## config.mk

```make
export PLATFORM = sky130hd
export DESIGN_NAME = input_conditioner
export DESIGN_NICKNAME = d
export VERILOG_FILES = /design/src/rtl/input_conditioner.sv
export SDC_FILE = /design/constraint.sdc
export NUM_CORES = 1
export LEC_CHECK = 0
export ABC_CLOCK_PERIOD_IN_PS = 3800
export CAP_MARGIN = 0
export CORE_ASPECT_RATIO = 0.8
export CORE_MARGIN = 2
export CORE_UTILIZATION = 56
export DETAILED_ROUTE_END_ITERATION = 10
export PLACE_DENSITY = 0.74
export SYNTH_ARGS = -nofsm -noshare
export SYNTH_HDL_FRONTEND = slang
export SYNTH_SLANG_ARGS = --single-unit
```

## constraint.sdc

```tcl
create_clock -name CLK -period 3.8 [get_ports CLK]
set_input_delay 0.57 -clock CLK [delete_from_list [all_inputs] [get_ports CLK]]
set_output_delay 0.57 -clock CLK [all_outputs]
set_load 0.02 [all_outputs]
```

## src/rtl/input_conditioner.sv

```systemverilog
// Multi-channel button conditioner: synchronise, debounce, optional invert, press/release/repeat pulses.
// Auto-repeat logic is built only when INPUT_COND_REPEAT_EN is defined; otherwise Repeat is tied low.
module input_conditioner #(
  parameter int                  CHANNELS        = 5,
  parameter int                  SYNC_STAGES     = 2,
  parameter int                  DEBOUNCE_CYCLES = 500000,
  parameter int                  REPEAT_DELAY    = 25000000,
  parameter int                  REPEAT_PERIOD   = 5000000,
  parameter logic [CHANNELS-1:0] INVERT_MASK     = '0
) (
  input  logic                CLK,
  input  logic                RESET,
  input  logic [CHANNELS-1:0] Raw_In,
  input  logic                Enable,
  output logic [CHANNELS-1:0] Level,
  output logic [CHANNELS-1:0] Press,
  output logic [CHANNELS-1:0] Release,
  output logic [CHANNELS-1:0] Repeat,
  output logic                Any_Press
);

  localparam int DW = $clog2(DEBOUNCE_CYCLES + 1);

  logic [CHANNELS-1:0] sync_q [SYNC_STAGES];
  logic [CHANNELS-1:0] sync;
  logic [CHANNELS-1:0] accept;
  logic [CHANNELS-1:0] level_nxt;

  // Reset loads logical 0 so an inverted channel idling at its raw inactive level stays released.
  always_ff @(posedge CLK or negedge RESET) begin
    if (!RESET) begin
      for (int s = 0; s < SYNC_STAGES; s++) sync_q[s] <= '0;
    end else begin
      sync_q[0] <= Raw_In ^ INVERT_MASK;
      for (int s = 1; s < SYNC_STAGES; s++) sync_q[s] <= sync_q[s-1];
    end
  end

  assign sync      = sync_q[SYNC_STAGES-1];
  assign level_nxt = Level ^ accept;

  for (genvar i = 0; i < CHANNELS; i++) begin : g_db
    logic [DW-1:0] db_cnt;

    assign accept[i] = (sync[i] != Level[i]) && (db_cnt == DW'(DEBOUNCE_CYCLES - 1));

    always_ff @(posedge CLK or negedge RESET) begin
      if (!RESET)                               db_cnt <= '0;
      else if ((sync[i] == Level[i]) || accept[i]) db_cnt <= '0;
      else                                      db_cnt <= db_cnt + DW'(1);
    end
  end

  always_ff @(posedge CLK or negedge RESET) begin
    if (!RESET) begin
      Level     <= '0;
      Press     <= '0;
      Release   <= '0;
      Any_Press <= 1'b0;
    end else begin
      Level     <= level_nxt;
      Press     <= Enable ? (accept & sync)  : '0;
      Release   <= Enable ? (accept & ~sync) : '0;
      Any_Press <= Enable & (|(accept & sync));
    end
  end

`ifdef INPUT_COND_REPEAT_EN
  localparam int RMAX = (REPEAT_DELAY > REPEAT_PERIOD) ? REPEAT_DELAY : REPEAT_PERIOD;
  localparam int RW   = $clog2(RMAX + 1);

  typedef enum logic [1:0] {IDLE, DELAY, RPT} rpt_state_t;

  for (genvar i = 0; i < CHANNELS; i++) begin : g_rpt
    rpt_state_t    state;
    logic [RW-1:0] rpt_cnt;

    // DELAY is entered on the press edge itself, so Repeat can never coincide with Press.
    always_ff @(posedge CLK or negedge RESET) begin
      if (!RESET) begin
        state     <= IDLE;
        rpt_cnt   <= '0;
        Repeat[i] <= 1'b0;
      end else begin
        Repeat[i] <= 1'b0;
        if (!Enable || !level_nxt[i]) begin
          state   <= IDLE;
          rpt_cnt <= '0;
        end else begin
          case (state)
            IDLE: begin
              if (accept[i]) begin
                state   <= DELAY;
                rpt_cnt <= '0;
              end
            end
            DELAY: begin
              if (rpt_cnt == RW'(REPEAT_DELAY - 1)) begin
                Repeat[i] <= 1'b1;
                state     <= RPT;
                rpt_cnt   <= '0;
              end else begin
                rpt_cnt <= rpt_cnt + RW'(1);
              end
            end
            RPT: begin
              if (rpt_cnt == RW'(REPEAT_PERIOD - 1)) begin
                Repeat[i] <= 1'b1;
                rpt_cnt   <= '0;
              end else begin
                rpt_cnt <= rpt_cnt + RW'(1);
              end
            end
            default: begin
              state   <= IDLE;
              rpt_cnt <= '0;
            end
          endcase
        end
      end
    end
  end
`else
  assign Repeat = '0;
`endif

endmodule
```

# Word level (Yosys, flattened, before mapping)
# Index checks and enable logic that the tools add are counted.
# word_totals
ff_bits	121
in_bits	8
out_inout_bits	21
# op_classes
addsub	5
n_eq_ne	15
mux	7
bitwise	5
reduce_logical	11
# op_table
op	n
adder 19 x 1 -> 19 bit (second input constant)	5
equality test 19 bit (second input constant)	5
2-to-1 mux 19 bit	5
bitwise AND 5 bit	2
2-to-1 mux 5 bit	2
equality test 1 bit	5
logical AND 1 bit	5
logical OR 1 bit	5
!= test 1 bit	5
NOT 5 bit	1
OR reduction 5 bit	1
bitwise XOR 5 bit	1
bitwise AND 1 bit	1

# Logic depth before layout (Yosys ltp)
# depth
depth_word	5
ltp_mapped	7
depth_no_buf	5

# Worst setup path after synthesis
# OpenSTA, ideal clock, no wires.
# synth_timing
kind	register -> register
from	register g_db[3].db_cnt[0]
to	register g_db[3].db_cnt[16]
setup_ps	78
t_arrival_ps	1816
required_time_ps	3722
path_slack_ps	1906
stages_incl_launch_ff	6
n_path_buf	0
synth_period_minus_slack_ps	1894
cell_sequence	dfrtp_1 ha_1 nand4_2 or4_4 or3_1 a21oi_1
# synth_between
elab_chain_cells	4
elab_cells_between_ends	5
# synth_rtl
element	line_no	rtl
start, declared	43	logic [DW-1:0] db_cnt;
start signal, assigned	50	else db_cnt <= db_cnt + DW'(1);
parallel branches: the longest is 3 deep, another holds adder 19 x 1 -> 19 bit	--	
2-to-1 mux 19 bit (*)	49	else if ((sync[i] == Level[i]) || accept[i]) db_cnt <= '0;
# Every way passes the cells marked *.

# Worst setup path after layout
# layout_timing
from	register g_db[3].db_cnt[7]
to	register g_db[3].db_cnt[11]
# Same word-level chain as after synthesis.

==> results.ini <==
[setup_path]
r2r_slack_ns = 1.52
slowest_stage = o31ai_2
crit_path_cell_trace = nor4_1 > nand3_1 > o31ai_2 > nor2_1
crit_path_end_kind = register
crit_required_ns = 4.04
critPathKind = reg2reg
critPathLaunchType = register
r2r_end = g_db[3].db_cnt[11]$_DFF_PN0_
crit_path_max_incr_delay_ns = 1.05
worstPathMaxFanout = 18
ff2ff_path_depth = 4
rr_startpoint = g_db[3].db_cnt[7]$_DFF_PN0_
cp.arrival_ns = 2.52

[layout]
diodes = 0
register_area_mm2 = 0.003028
multi_input_area_mm2 = 0.002604
area_growth_pct = 16.82
fillers = 794
fin_cells = 761
finalNetCount = 621
drive_gt1_share_pct = 7.890
final_cell_mix = 121 x dfrtp_1, 75 x nor2_1, 42 x nand3_1
mostFrequentLayoutCell = dfrtp_1

[grt]
antenna_found_initial = 0
grt_util_all_layers_pct = 22.69
grt_pass1_wl_mm = 20.15
grt_overflow = 0
grt_max_degree = 122
grt_pass1_vias = 4143

[clock_network]
clk_latency_ns = 0.41
post_cts_buffers = 0
clkTransAtPathRegs_ns = 0.06
cts_tree = done
cts_num_sinks = 121
cts_resized = 0
cts_buffers = 17
clock_path_buffers = 2
cts_root_buffer = clkbuf_16
cts_hold_buffers = 0
h-tree-depth = 4

[power_and_ir_drop]
irDropWorstVdd_v = 0.0002789
p_per_area_mw_per_mm2 = 450.6
p_leak_uw = 0.002704

[synth]
synthMuxAreaShare_pct = 1.149
synthSimpleGateAreaFrac_pct = 26.70
syn_area_mm2 = 0.005773
synth_cells = 575
synth_ff_type = dfrtp_1
yosysTopAreaCell = dfrtp_1
ys_seq_elements = 121
ys_async_sr_fraction_pct = 100.0
synth.area.top_cells = dfrtp_1 52%, nor2_1 4.9%, xnor2_1 4.7%
yosys_warnings = 0
synth_edf_count = 0
synth.avg_cell_area_um2 = 10.04
synth-compound-area-share_pct = 7.044
yosysUniqueCellTypes = 47
synth_top_family_by_area = simple AND/OR/NAND/NOR gates
synth.top_cell.area_share_pct = 52.45
synthAdderAreaFrac_pct = 1.084
ys_seq_area_share_pct = 52.45
synth_xor_area_share_pct = 8.799

[timing]
setup_viol_count_final = 0
tns_ns = 0
fin_ws_ns = 1.520
hold_violations = 0
rsz0062_at_grt = no
max_slew.worst_pin.slew_ns = 1.215
period_needed_ns = 2.280
finalClockSkew_ns = 0.007087
finalCritPeriodShare_pct = 59.99
max_freq_ghz = 0.4387
final_max_slew_viol_count = 0
slew_headroom_pct = 18.50

[floorplanning]
num_rows = 33
core_area_mm2 = 0.01016
die_area_mm2 = 0.01114
chipHeight_um = 94.82
start_util_pct = 56.84
io_pins = 29
die_x_um = 117.5

[placed_design]
dp_cells = 729
place_congestion = 0.8383
pre_cts_ws_ns = 1.491
hpwlAfterDp_mm = 7.710
io_buffers = 23

[run]
cap_violations = 0

[detailed_routing]
drt-initial-drc-count = 426
vias = 4420
wire_per_inst_um = 15.48
ant_nets = 0
viasPerCell = 5.808
wl_mm = 11.78
dr.pass1.iters = 6
drc_errors = 0

[hold_path]
worstHoldPathType = in2async

[status]
status = finished, final reports clean

## Yosys cell counts (4+ instances only)
| cell type | number |
|---|---|
| buf_4 | 5 |
| nor4bb_1 | 6 |
| buf_2 | 5 |
| nand2_1 | 33 |
| nand4b_1 | 4 |
| mux2_2 | 5 |
| nand2b_1 | 5 |
| ha_1 | 5 |
| dfrtp_1 | 121 |
| or4_1 | 13 |
| xor2_1 | 27 |
| nor4b_1 | 5 |
| and2_1 | 5 |
| a21oi_1 | 29 |
| o21ai_0 | 12 |
| nand4_1 | 20 |
| xnor2_1 | 31 |
| and3_1 | 12 |
| o31ai_1 | 13 |
| and4_1 | 6 |
| nor4_1 | 17 |
| clkbuf_1 | 6 |
| nand3_1 | 42 |
| nor3_1 | 13 |
| inv_1 | 19 |
| or3_1 | 13 |
| nor2_1 | 75 |
## layout make-up
type | instances | area share, %
multi-input cells | 423 | 38.61
clock inverters | 15 | 2.635
clock buffers | 17 | 6.308
well taps | 140 | 2.597
repair buffers | 26 | 3.896
flip-flops and latches | 121 | 44.90
inverters | 19 | 1.058
## cells by family after synthesis
family / after synthesis
adder cells (fa/ha/maj): 5
AO/OA/AOI/OAI: 66
buffers and inverters: 35
multiplexers: 6
AND/OR/NAND/NOR: 283
XOR/XNOR: 58
flip-flops: 121
other: 1
## how the worst max path moves through the flow
stage	startpoint	to	slack [ns]
global placement	g_db[3].db_cnt[7]$_DFF_PN0_	g_db[3].db_cnt[10]$_DFF_PN0_	1.61
global route	g_db[3].db_cnt[7]$_DFF_PN0_	g_db[3].db_cnt[11]$_DFF_PN0_	1.27
floorplan	g_db[3].db_cnt[0]$_DFF_PN0_	g_db[3].db_cnt[16]$_DFF_PN0_	1.91
CTS	g_db[3].db_cnt[7]$_DFF_PN0_	g_db[3].db_cnt[3]$_DFF_PN0_	1.48
finish	g_db[3].db_cnt[7]$_DFF_PN0_	g_db[3].db_cnt[11]$_DFF_PN0_	1.52
detailed placement	g_db[3].db_cnt[7]$_DFF_PN0_	g_db[3].db_cnt[3]$_DFF_PN0_	1.49
## report_power, final
group	total (uW)	switching [uW]	internal, uW
sequential	1330	17.8	1310
clock	1630	596	1030
combinational	88.0	62.3	25.8
## state kept, by name (all words and copies together) (netlist names), named ones only
| register | flops |
|---|---|
| g_db.db_cnt | 95 |
| Press | 5 |
| Release | 5 |
| sync | 5 |
| sync_q | 5 |
| Any_Press | 1 |
## routing by layer
| metal | vias up | wire length, um | track usage (%) | share of wire, % |
|---|---|---|---|---|
| met2 | 99 | 5400 | 35.19 | 46 |
| met1 | 2180 | 5842 | 31.99 | 50 |
| li1 | 2128 | - | - | - |
| met5 | - | 0 | 0 | 0 |
| met3 | 13 | 431 | 5.616 | 3.7 |
| met4 | 0 | 104 | 6.727 | 0.88 |
## critical path, delay by kind of cell, from the launching register on
family / cells / cell delay (ns)
AO/OA/AOI/OAI: 1 / 1.05
flip-flops: 1 / 0.45
AND/OR/NAND/NOR: 3 / 0.62
## metrics by stage
stage,util [%],instance area (um2),power (uW),hold slack (ns)
floorplan,-,5788,1392,0.2744
global placement,60.46,6141,1433,0.3374
detailed placement,60.46,6141,1438,0.3379
CTS,66.40,6744,3062,0.2821
global route,66.40,6744,3146,0.2988
finish,66.40,6744,3039,0.2443
Power figures use the tool's default switching activity.
